===== src/rtl/pc_sequencer_pkg.sv =====
// Shared definitions for the PC sequencer: update opcodes, FSM states and
// the default reset vector. Imported by the controller and by the bench.
package pc_sequencer_pkg;

  // Update opcode encodings carried on upd_op
  localparam logic [1:0] OP_INC    = 2'b00;
  localparam logic [1:0] OP_BRANCH = 2'b01;
  localparam logic [1:0] OP_JUMP   = 2'b10;
  localparam logic [1:0] OP_RSVD   = 2'b11;

  // Default PC value after reset
  localparam logic [7:0] DEFAULT_RESET_VECTOR = 8'h00;

  // Sequencer FSM states
  typedef enum logic [2:0] {
    S_IDLE   = 3'd0,
    S_FETCH  = 3'd1,
    S_WAIT   = 3'd2,
    S_CALC   = 3'd3,
    S_COMMIT = 3'd4
  } state_t;

endpackage


===== src/rtl/pc_adder.sv =====
// Purely combinational WIDTH-bit adder with carry-in. The carry-out is
// dropped so the sum wraps modulo 2^WIDTH.
module pc_adder #(
  parameter int WIDTH = 8
) (
  input  logic [WIDTH-1:0] i_a,
  input  logic [WIDTH-1:0] i_b,
  input  logic             i_cin,
  output logic [WIDTH-1:0] o_sum
);

  logic [WIDTH-1:0] w_cin_ext;

  // Zero-extend the carry-in so every operand has the same width
  assign w_cin_ext = {{(WIDTH-1){1'b0}}, i_cin};

  // Modulo-2^WIDTH sum; no overflow flag
  assign o_sum = i_a + i_b + w_cin_ext;

endmodule


===== src/rtl/pc_sequencer.sv =====
// Program-counter sequencer. A five-state FSM requests a fetch, waits for
// the instruction, computes the next PC through pc_adder and commits it.
// Handshake: fetch_req is a one-cycle request for address pc; the fetched
// instruction is accepted in the first WAIT cycle that has instr_valid=1
// (no back-pressure toward the fetch side); upd_done pulses for one cycle
// while pc already holds the newly committed value. hold freezes every
// register and masks both pulses until it falls.
module pc_sequencer
  import pc_sequencer_pkg::*;
#(
  parameter int               WIDTH        = 8,
  parameter logic [WIDTH-1:0] RESET_VECTOR = WIDTH'(DEFAULT_RESET_VECTOR)
) (
  input  logic             clk,
  input  logic             rst,
  input  logic             run,
  input  logic             hold,
  input  logic             instr_valid,
  input  logic [1:0]       upd_op,
  input  logic             take,
  input  logic [WIDTH-1:0] offset,
  input  logic [WIDTH-1:0] target,
  output logic [WIDTH-1:0] pc,
  output logic             fetch_req,
  output logic             upd_done,
  output logic             busy,
  output logic [2:0]       dbg_state
);

  state_t           r_state;
  logic [WIDTH-1:0] r_pc;
  logic [WIDTH-1:0] r_sum_q;
  logic [1:0]       r_op;
  logic             r_take;
  logic [WIDTH-1:0] r_offset;
  logic [WIDTH-1:0] r_target;
  logic             r_fetch_req;
  logic             r_upd_done;

  logic [WIDTH-1:0] w_add_b;
  logic [WIDTH-1:0] w_sum;

  // Only a taken branch adds the offset; everything else adds zero (+1 via Cin)
  assign w_add_b = (r_op == OP_BRANCH && r_take) ? r_offset : '0;

  pc_adder #(.WIDTH(WIDTH)) u_pc_adder (
    .i_a   (r_pc),
    .i_b   (w_add_b),
    .i_cin (1'b1),
    .o_sum (w_sum)
  );

  // Sequencer FSM: owns all state; hold freezes everything in place
  always_ff @(posedge clk or posedge rst) begin
    if (rst) begin
      r_state     <= S_IDLE;
      r_pc        <= RESET_VECTOR;
      r_sum_q     <= '0;
      r_op        <= '0;
      r_take      <= 1'b0;
      r_offset    <= '0;
      r_target    <= '0;
      r_fetch_req <= 1'b0;
      r_upd_done  <= 1'b0;
    end else if (!hold) begin
      r_fetch_req <= 1'b0;
      r_upd_done  <= 1'b0;
      case (r_state)
        S_IDLE: begin
          if (run) begin
            r_state     <= S_FETCH;
            r_fetch_req <= 1'b1;
          end
        end
        S_FETCH: begin
          r_state <= S_WAIT;
        end
        S_WAIT: begin
          if (instr_valid) begin
            r_op     <= upd_op;
            r_take   <= take;
            r_offset <= offset;
            r_target <= target;
            r_state  <= S_CALC;
          end
        end
        S_CALC: begin
          r_sum_q <= (r_op == OP_JUMP) ? r_target : w_sum;
          r_state <= S_COMMIT;
        end
        S_COMMIT: begin
          r_pc       <= r_sum_q;
          r_upd_done <= 1'b1;
          if (run) begin
            r_state     <= S_FETCH;
            r_fetch_req <= 1'b1;
          end else begin
            r_state <= S_IDLE;
          end
        end
        default: begin
          r_state <= S_IDLE;
        end
      endcase
    end
  end

  assign pc        = r_pc;
  assign fetch_req = r_fetch_req & ~hold;
  assign upd_done  = r_upd_done & ~hold;
  assign busy      = (r_state != S_IDLE);
  assign dbg_state = r_state;

endmodule


===== config.mk =====
export PLATFORM = sky130hd
export DESIGN_NAME = pc_sequencer
export DESIGN_NICKNAME = d
export VERILOG_FILES = /design/src/rtl/pc_sequencer_pkg.sv /design/src/rtl/pc_adder.sv /design/src/rtl/pc_sequencer.sv
export SDC_FILE = /design/constraint.sdc
export NUM_CORES = 1
export LEC_CHECK = 0
export BUFFER_PORTS_ARGS = -buffer_cell sky130_fd_sc_hd__buf_2
export CORE_ASPECT_RATIO = 0.5
export CORE_MARGIN = 4
export CORE_UTILIZATION = 45
export CTS_CLUSTER_DIAMETER = 80
export DETAILED_ROUTE_END_ITERATION = 16
export GPL_TIMING_DRIVEN = 1
export PLACE_DENSITY = 0.67
export REMOVE_ABC_BUFFERS = 1
export SYNTH_ARGS = -nofsm -noshare
export SYNTH_HDL_FRONTEND = slang
export SYNTH_SLANG_ARGS = --single-unit

===== constraint.sdc =====
create_clock -name clk -period 2.3 [get_ports clk]
set_input_delay 0 -clock clk [delete_from_list [all_inputs] [get_ports clk]]
set_output_delay 0 -clock clk [all_outputs]
set_load 0.02 [all_outputs]

==> flow_summary.json, run 1 <==
{
  "p_leak_nw": 1.31,
  "finalHoldViolCount": 0,
  "h-tree-depth": 2,
  "dr.pass1.iters": 4,
  "final_common_cell": "dfrtp_1",
  "synth-seq-cells": 40,
  "power.density_nw_per_um2": 1170,
  "clock-sinks": 40,
  "drc": 0,
  "grt_pass1_vias": 1380,
  "areaGrowthSynthToFinish_pct": 29.1,
  "cp-startpoint": "r_op[0]",
  "worstPathArrival_ps": 2380,
  "cp.required_ps": 2480,
  "critPathKind": "reg -> reg",
  "routabilityCongestion": 0.824,
  "netlist_instances": 180,
  "ys_types": 35,
  "worstReg2RegStart": "r_op[0]",
  "cts_tree": "done",
  "reg2reg_depth": 8,
  "whs_path_depth": 3,
  "hold_end": "r_fetch_req",
  "dieArea_um2": 5790,
  "finalNonFillerCells": 302,
  "max-cap-violations": 0,
  "syn_area_um2": 2060,
  "fp.dieH_um": 55.8,
  "grt_util_all_layers_pct": 14.1,
  "diodes": 0,
  "rsz0062_at_grt": "true",
  "antenna_found_initial": 0,
  "final.period_utilization_pct": 95.4,
  "total_power_mw": 3.11,
  "wl_per_cell_um": 13.4,
  "core_um2": 4400,
  "final_cell_mix": "dfrtp_1 (40), buf_2 (37), dlygate4sd3_1 (21)",
  "ant_nets": 0,
  "seq_area_frac_synth_pct": 48.6,
  "io_pins": 38,
  "hold_path_class": "in -> reg",
  "worstReg2RegEnd": "r_sum_q[6]",
  "start_kind": "register",
  "endpoint_kind": "register",
  "tightest_slew_ps": 498,
  "die_x_um": 104,
  "irDropWorstVdd_mv": 0.431,
  "hp-start": "hold",
  "path_clk_slew_ps": 70,
  "yosys_warnings": 0,
  "finalMaxSlewViolations": 0,
  "layout_min_cycle_time_ps": 2190,
  "fmax_mhz": 456,
  "clk-insertion-delay-late_ps": 290,
  "path_max_fanout": 5,
  "numCtsBuffers": 5,
  "setup_viol": 0,
  "grt_first_pass_wirelength_um": 6540,
  "place_hpwl_um": 2790,
  "overflow": 0,
  "cts-root-buf": "clkbuf_8",
  "vias": 1505,
  "vias_per_cell": 4.98,
  "grt_max_degree": 41,
  "placed_cells": 270,
  "status": "completed",
  "avgSynthCellArea_um2": 11.4,
  "port_buffers": 37,
  "drive_gt1_share_pct": 35.1,
  "cts_buffer_depth": 2,
  "start_util_pct": 46.7,
  "clock_skew_ps": 2.71,
  "reg2reg_slack_ps": 110,
  "fin_nets": 276,
  "drtIter0Drc": 59,
  "rows": 17,
  "relSlewSlack_pct": 66.7,
  "wl_um": 4040
}
## per-stage QoR
stage	TNS, ps	cell area, um2	setup slack (ps)	hold WS, ps	utilization (%)
2_1_floorplan	0	1990	210	78.1	-
3_3_place_gp	0	2290	83.9	137	52.0
3_5_place_dp	0	2290	8.02	146	52.0
4_1_cts	0	2590	14.2	56.2	58.8
5_1_grt	-124	2660	-124	82.3	60.4
6_report	0	2660	105	59.8	60.4
## repair_timing
item,4_1_cts,5_1_grt
gates resized for setup,0,7
endpoints found under the setup margin,0,1
buffers inserted,0,3
endpoints found under the hold margin,60,0
hold buffers,21,0
## where the power goes
| part | switching, mW | internal (mW) | leakage [nW] |
|---|---|---|---|
| Combinational | 0.647 | 0.721 | 0.764 |
| Sequential | 0.247 | 1.02 | 0.496 |
| Clock | 0.224 | 0.244 | 0.0455 |
## flip-flops by register name, indices dropped and copies added (netlist names), 2 cells and up
register	cells
dbg_state	3
r_op	2
r_target	8
r_sum_q	8
r_offset	8
pc	8
## cells in the mapped netlist, drive strengths merged
master,count,area share (%)
and2b,1,0.36
xnor2,2,0.85
nor4b,1,0.73
nor2b,5,1.5
xor2,2,0.85
clkbuf,2,0.36
and3b,2,0.85
fa,1,0.97
buf,7,2.7
mux2i,3,1.5
dfrtp,40,49
inv,4,0.73
o31ai,2,0.73
a21boi,1,0.36
a311oi,1,0.43
nand3b,1,0.36
nand2b,2,0.61
o2111ai,1,0.43
a21o,3,1.1
nand3,4,0.97
a21oi,10,2.4
nand2,19,3.5
or3,1,0.30
nor2,8,1.6
nand4b,3,1.3
and2,5,1.5
and3,3,0.91
nor3,4,0.97
mux2,26,16
ha,7,4.3
o21ai,9,2.2
## critical path, stage by stage (launching register included)
cell and delay, ps:
dfrtp_1 400, and3b_2 270, and2_1 170, ha_1 310, and2b_1 190, o2111ai_1 170
nand4b_1 140, xnor2_1 160, a311oi_1 280
## worst max path at each step
| stage | to | slack (ps) | cells past startpoint |
|---|---|---|---|
| 4_1_cts | r_sum_q[6] | 10 | 9 |
| 3_3_place_gp | r_sum_q[6] | 80 | 9 |
| 3_5_place_dp | r_sum_q[6] | 8 | 9 |
| 5_1_grt | r_sum_q[6] | -120 | 8 |
| 2_1_floorplan | r_sum_q[6] | 210 | 9 |
| 6_report | r_sum_q[6] | 110 | 8 |
## logic make-up (layout without fill, tap and decap cells)
group	after synthesis	count (layout)	synth area share (%)
compound gates	27	27	7.66
simple gates	59	59	15.4
buf+inv	13	78	3.83
flops	40	40	48.6
mux	29	29	17.5
fa+ha+maj	8	8	5.23
xor+xnor	4	4	1.70
## routing by layer
metal	up-vias	global-route usage (%)	share of wire (%)
met1	716	20.3	50
met2	28	19.8	44
li1	753	-	-
met5	-	0	0
met4	0	5.68	1.6
met3	8	4.06	4.7
## cell type report
cell class	instances	area (um2)
multi-input cells	127	1020
repair buffers	66	455
inverters	4	15.0
flip-flops and latches	40	1000
clock buffers	8	90.1
fillers	364	1750
well taps	57	71.3
No activity file was read; power rests on OpenSTA's default activity.
==> run 2, diff against run 1 <==
--- a/config.mk
+++ b/config.mk
@@ -14,6 +14,7 @@
 export GPL_TIMING_DRIVEN = 1
 export PLACE_DENSITY = 0.67
 export REMOVE_ABC_BUFFERS = 1
+export SETUP_SLACK_MARGIN = 0.2
 export SYNTH_ARGS = -nofsm -noshare
 export SYNTH_HDL_FRONTEND = slang
 export SYNTH_SLANG_ARGS = --single-unit
==> flow_summary.json, run 2 (same netlist as run 1, synthesis figures left out) <==
{
  "drive_gt1_share_pct": 36.6,
  "fp.dieH_um": 55.8,
  "drc": 0,
  "rows": 17,
  "pwr-share-clk_pct": 14.8,
  "final_common_cell": "dfrtp_1",
  "io_pins": 38,
  "worstReg2RegEnd": "r_sum_q[6]",
  "overflow": 0,
  "irDropWorstVdd_mv": 0.424,
  "numCtsBuffers": 5,
  "hp-start": "hold",
  "p_int_mw": 2.03,
  "start_util_pct": 46.7,
  "cts_buffer_depth": 2,
  "die_x_um": 104,
  "clk-insertion-delay-late_ps": 290,
  "wl_per_cell_um": 13.6,
  "setup_viol": 0,
  "wl_um": 4120,
  "ant_nets": 0,
  "clock-sinks": 40,
  "path_max_fanout": 6,
  "start_kind": "register",
  "cts-root-buf": "clkbuf_8",
  "netSwitchingFraction_pct": 36.1,
  "h-tree-depth": 2,
  "drtIter0Drc": 69,
  "cts_tree": "done",
  "hold_path_class": "in -> reg",
  "utilization_pct": 61.4,
  "vias": 1519,
  "grt_max_degree": 41,
  "grt_util_all_layers_pct": 14.3,
  "layout_min_cycle_time_ps": 2190,
  "grt_first_pass_wirelength_um": 6650,
  "fin_nets": 277,
  "finalMaxSlewViolations": 0,
  "finalHoldViolCount": 0,
  "port_buffers": 37,
  "path_clk_slew_ps": 70,
  "fmax_mhz": 456,
  "cp.required_ps": 2490,
  "rsz0062_at_grt": "true",
  "dieArea_um2": 5790,
  "place_hpwl_um": 2790,
  "hold_end": "r_fetch_req",
  "status": "completed",
  "final_cell_mix": "dfrtp_1 (40), buf_2 (37), dlygate4sd3_1 (21)",
  "vias_per_cell": 5.01,
  "reg2reg_depth": 9,
  "areaGrowthSynthToFinish_pct": 31.4,
  "total_power_mw": 3.17,
  "tightest_slew_ps": 503,
  "relSlewSlack_pct": 66.4,
  "max-cap-violations": 0,
  "routabilityCongestion": 0.824,
  "final.period_utilization_pct": 95.3,
  "reg2reg_slack_ps": 110,
  "netSwitchingPower_mw": 1.14,
  "antenna_found_initial": 0,
  "p_leak_nw": 1.31,
  "worstReg2RegStart": "r_op[1]",
  "seq_power_share_pct": 40.1,
  "clock_skew_ps": 2.67,
  "core_um2": 4400,
  "comb_power_share_pct": 45.1,
  "diodes": 0,
  "worstPathArrival_ps": 2380,
  "endpoint_kind": "register",
  "dr.pass1.iters": 4,
  "grt_pass1_vias": 1416,
  "whs_path_depth": 3,
  "power.density_nw_per_um2": 1170,
  "critPathKind": "reg -> reg"
}
-- run 2: worst max-delay path, cell delays in order, from the launching register on --
cell	delay, ps
dfrtp_1	370
and3b_2	330
nand2_2	90
ha_4	160
fa_2	320
and2b_1	220
o2111ai_1	100
nand4b_1	120
xnor2_1	90
a311oi_1	280
-- run 2: per-stage QoR --
| step | std cells | worst slack [ps] | hold slack, ps | TNS [ps] | cell area, um2 |
|---|---|---|---|---|---|
| finish | 303 | 107 | 59.5 | 0 | 2700 |
| floorplan | 171 | 210 | 78.1 | 0 | 1990 |
| global route | 303 | -83.7 | 82.3 | -83.7 | 2700 |
| detailed placement | 270 | 8.02 | 146 | 0 | 2290 |
| global placement | 270 | 83.9 | 137 | 0 | 2290 |
| CTS | 302 | 178 | 56.2 | 0 | 2630 |
-- run 2: metal layers --
| layer | track usage (%) | share of wire [%] | up-vias |
|---|---|---|---|
| li1 | - | - | 753 |
| met1 | 20.5 | 49 | 728 |
| met2 | 20.3 | 45 | 30 |
| met3 | 4.06 | 5.0 | 8 |
| met4 | 5.68 | 1.6 | 0 |
| met5 | 0 | 0 | - |
-- run 2: how the worst max path moves through the flow --
stage                 start          to  slack [ps]
detailed placement  r_op[1]  r_sum_q[6]           8
floorplan           r_op[1]  r_sum_q[6]         210
global placement    r_op[1]  r_sum_q[6]          80
global route        r_op[1]  r_sum_q[6]         -80
CTS                 r_op[1]  r_sum_q[6]         180
finish              r_op[1]  r_sum_q[6]         110
-- run 2: power groups by stage --
stage                     clock [mW]  combinational (mW)  sequential (mW)
after floorplan                    0               0.849             1.31
after global placement             0                1.23             1.26
after detailed placement           0                1.26             1.27
after CTS                      0.483                1.35             1.26
after global routing           0.519                1.58             1.31
final                          0.469                1.43             1.27
-- run 2: timing repair --
item	4_1_cts	5_1_grt
setup buffers	3	1
endpoints found under the setup margin	4	5
pin swaps	3	4
gates resized for setup	5	7
hold endpoints to repair	60	0
hold buffers	21	0
-- run 2: cell type report --
| class | count | area [um2] |
|---|---|---|
| fill | 364 | 1700 |
| inverter | 4 | 15.0 |
| tap | 57 | 71.3 |
| sequential | 40 | 1000 |
| timing repair buffer | 67 | 463 |
| multi-input combinational | 127 | 1060 |
| clock buffer | 8 | 90.1 |
==> run 3, diff against run 2 <==
--- a/config.mk
+++ b/config.mk
@@ -5,6 +5,7 @@
 export SDC_FILE = /design/constraint.sdc
 export NUM_CORES = 1
 export LEC_CHECK = 0
+export ABC_AREA = 1
 export BUFFER_PORTS_ARGS = -buffer_cell sky130_fd_sc_hd__buf_2
 export CORE_ASPECT_RATIO = 0.5
 export CORE_MARGIN = 4
==> flow_summary.json, run 3 <==
{
  "finalMaxSlewViolations": 0,
  "port_buffers": 37,
  "endpoint_kind": "register",
  "drive_gt1_share_pct": 22.9,
  "pwr-share-clk_pct": 15.9,
  "path_clk_slew_ps": 70,
  "final_cell_mix": "nand2_1 (52), dfrtp_1 (40), buf_2 (37)",
  "synth_compound_area_share_pct": 9.58,
  "relSlewSlack_pct": 67.2,
  "grt_pass1_vias": 1580,
  "seq_power_share_pct": 41.3,
  "h-tree-depth": 2,
  "critical-path-top-delay-family": "simple AND/OR/NAND/NOR gates",
  "cts_tree": "done",
  "wl_per_cell_um": 11.6,
  "drc": 0,
  "synth_edf_count": 0,
  "antenna_found_initial": 0,
  "reg2reg_depth": 13,
  "power.density_nw_per_um2": 1140,
  "avgSynthCellArea_um2": 8.67,
  "diodes": 0,
  "fill_cells": 369,
  "overflow": 0,
  "hold_path_class": "in -> reg",
  "fp.dieH_um": 55.6,
  "cts-root-buf": "clkbuf_8",
  "cp_slowest_stage_delay_ps": 360,
  "synth_area_leaders": "dfrtp_1 (49%), nand2_1 (9.6%), inv_1 (6.6%), mux2_2 (6.1%), nor2_1 (5.5%)",
  "routabilityCongestion": 0.909,
  "clock-sinks": 40,
  "numCtsBuffers": 5,
  "core_um2": 4120,
  "synth_top_cell_area_share_pct": 49.1,
  "io_pins": 38,
  "place_hpwl_um": 3000,
  "wl_um": 4130,
  "tightest_slew_ps": 492,
  "finalHoldViolCount": 0,
  "worstPathArrival_ps": 2140,
  "hold_end": "r_fetch_req",
  "vias": 1667,
  "netSwitchingFraction_pct": 39.7,
  "yosysTopAreaCell": "dfrtp_1",
  "fin_hold_ws_ps": 5.85,
  "critPathKind": "reg -> reg",
  "synth_xor_xnor_area_share_pct": 0.860,
  "synth-adder-area-share_pct": 5.28,
  "rsz0062_at_grt": "true",
  "layout_min_cycle_time_ps": 1970,
  "setup_viol": 0,
  "synth_simple_gate_area_share_pct": 19.7,
  "areaGrowthSynthToFinish_pct": 27.8,
  "netSwitchingPower_mw": 1.18,
  "cp.required_ps": 2480,
  "synth.most_common_cell": "nand2_1",
  "netlist_instances": 235,
  "synth-seq-cells": 40,
  "clk-insertion-delay-late_ps": 280,
  "max-cap-violations": 0,
  "die_x_um": 103,
  "seq_area_frac_synth_pct": 49.1,
  "synth_top_family_by_area": "simple AND/OR/NAND/NOR gates",
  "reg2reg_slack_ps": 330,
  "crit_path_frequent_cell": "nand2_1",
  "fin_nets": 332,
  "dieArea_um2": 5730,
  "final_common_cell": "nand2_1",
  "vias_per_cell": 4.70,
  "synth_async_sr_flop_share_pct": 100,
  "slowest_stage": "dfrtp_1",
  "ys_types": 23,
  "syn_area_um2": 2040,
  "fmax_mhz": 508,
  "start_kind": "register",
  "whs_path_depth": 3,
  "status": "completed",
  "ys_top_cells_by_count": "nand2_1 (52), dfrtp_1 (40), inv_1 (36), nor2_1 (30), a21oi_1 (19)",
  "synth.area.mux_share_pct": 7.56,
  "dr.pass1.iters": 4,
  "start_util_pct": 49.4,
  "drtIter0Drc": 57,
  "cts_buffer_depth": 2,
  "ant_nets": 0,
  "p_int_mw": 1.79,
  "path_max_fanout": 5,
  "rows": 16,
  "worstReg2RegEnd": "r_sum_q[6]",
  "tns_ps": 0,
  "worstReg2RegStart": "r_take",
  "path_cells": "nand2_1, nor2_4, nand2_1, ha_2, fa_1, inv_1, nand2_1, nand2_1, nand3b_1, nand3_1, nand2_1, o21ai_1, nand2_1",
  "synth_ff_type": "dfrtp_1",
  "clock_skew_ps": 3.06,
  "hp-start": "run",
  "comb_power_share_pct": 42.8,
  "yosys_warnings": 0,
  "grt_util_all_layers_pct": 15.9,
  "grt_first_pass_wirelength_um": 7200,
  "final.period_utilization_pct": 85.5,
  "path_buf_inv": 1,
  "grt_max_degree": 41,
  "irDropWorstVdd_mv": 0.569,
  "p_leak_nw": 1.41
}
-- run 3: changes by cell type after synthesis, moves of 4 or more --
cell | before | now
a21oi_1 | 10 | 19
and2_1 | 5 | 0
inv_1 | 4 | 36
mux2_2 | 16 | 11
mux2_4 | 10 | 2
nand2_1 | 19 | 52
nand3_1 | 4 | 8
nor2_1 | 7 | 30
nor2b_1 | 5 | 0
nor3_1 | 4 | 0
o21ai_0 | 9 | 14
-- run 3: tightest hold or removal path: cells and delay by family --
family | cells | cell delay (ps)
buffers and inverters | 1 | 100
AND/OR/NAND/NOR | 1 | 70
AO/OA/AOI/OAI | 1 | 80
-- run 3: what timing repair did --
action	in CTS	in global routing
setup buffers	0	3
endpoints found under the setup margin	1	5
endpoints found under the hold margin	59	0
pin swaps	0	1
gates resized for setup	1	3
gates cloned	0	0
hold buffers	20	0
-- run 3: how the worst max path moves through the flow --
stage | startpoint | endpoint | slack, ps | depth (start not counted)
after global routing | r_take | r_sum_q[5] | 150 | 13
after CTS | r_op[0] | r_sum_q[6] | 250 | 13
final | r_take | r_sum_q[6] | 330 | 13
after floorplan | r_op[0] | r_sum_q[6] | 400 | 13
after detailed placement | r_op[0] | r_sum_q[6] | 200 | 13
after global placement | r_op[0] | r_sum_q[6] | 270 | 13
-- run 3: cell type report --
class	instances	area [um2]	share of cell area, %
flip-flops and latches	40	1000	38.4
multi-input cells	155	885	34.0
repair buffers	62	423	16.2
inverters	36	135	5.19
clock buffers	6	82.6	3.17
well taps	54	67.6	2.59
clock inverters	2	10.0	0.384
-- run 3: logic make-up after synthesis --
group / Yosys count
and+or+nand+nor: 95
DFF: 40
xor gates and xnor gates: 2
buffers and inverters: 40
AOI/OAI and AO/OA: 37
adders and majority gates: 8
muxes: 13
-- run 3: through the flow --
stage / cells / worst slack [ps] / utilization [%] / power, mW / area, um2
after floorplan: 231 / 402 / - / 2.10 / 2010
after global placement: 324 / 268 / 55.2 / 2.40 / 2280
after detailed placement: 324 / 196 / 55.2 / 2.45 / 2280
after CTS: 352 / 248 / 62.4 / 2.97 / 2570
after global routing: 355 / 146 / 63.1 / 3.24 / 2600
final: 355 / 333 / 63.1 / 2.97 / 2600
-- run 3: power by group through the flow --
stage	clock network [mW]	logic (mW)	registers (mW)
2_1_floorplan	0	0.803	1.30
5_1_grt	0.524	1.45	1.27
3_5_place_dp	0	1.21	1.24
3_3_place_gp	0	1.18	1.23
6_report	0.472	1.27	1.22
4_1_cts	0.494	1.25	1.23
-- run 3: per-layer routing --
layer / share of wire [%] / GRT usage (%) / vias to the layer above
met2: 43 / 23.2 / 29
met5: 0 / 0 / -
met3: 5.4 / 4.26 / 6
met4: 1.2 / 4.43 / 0
met1: 50 / 23.1 / 756
li1: - / - / 876
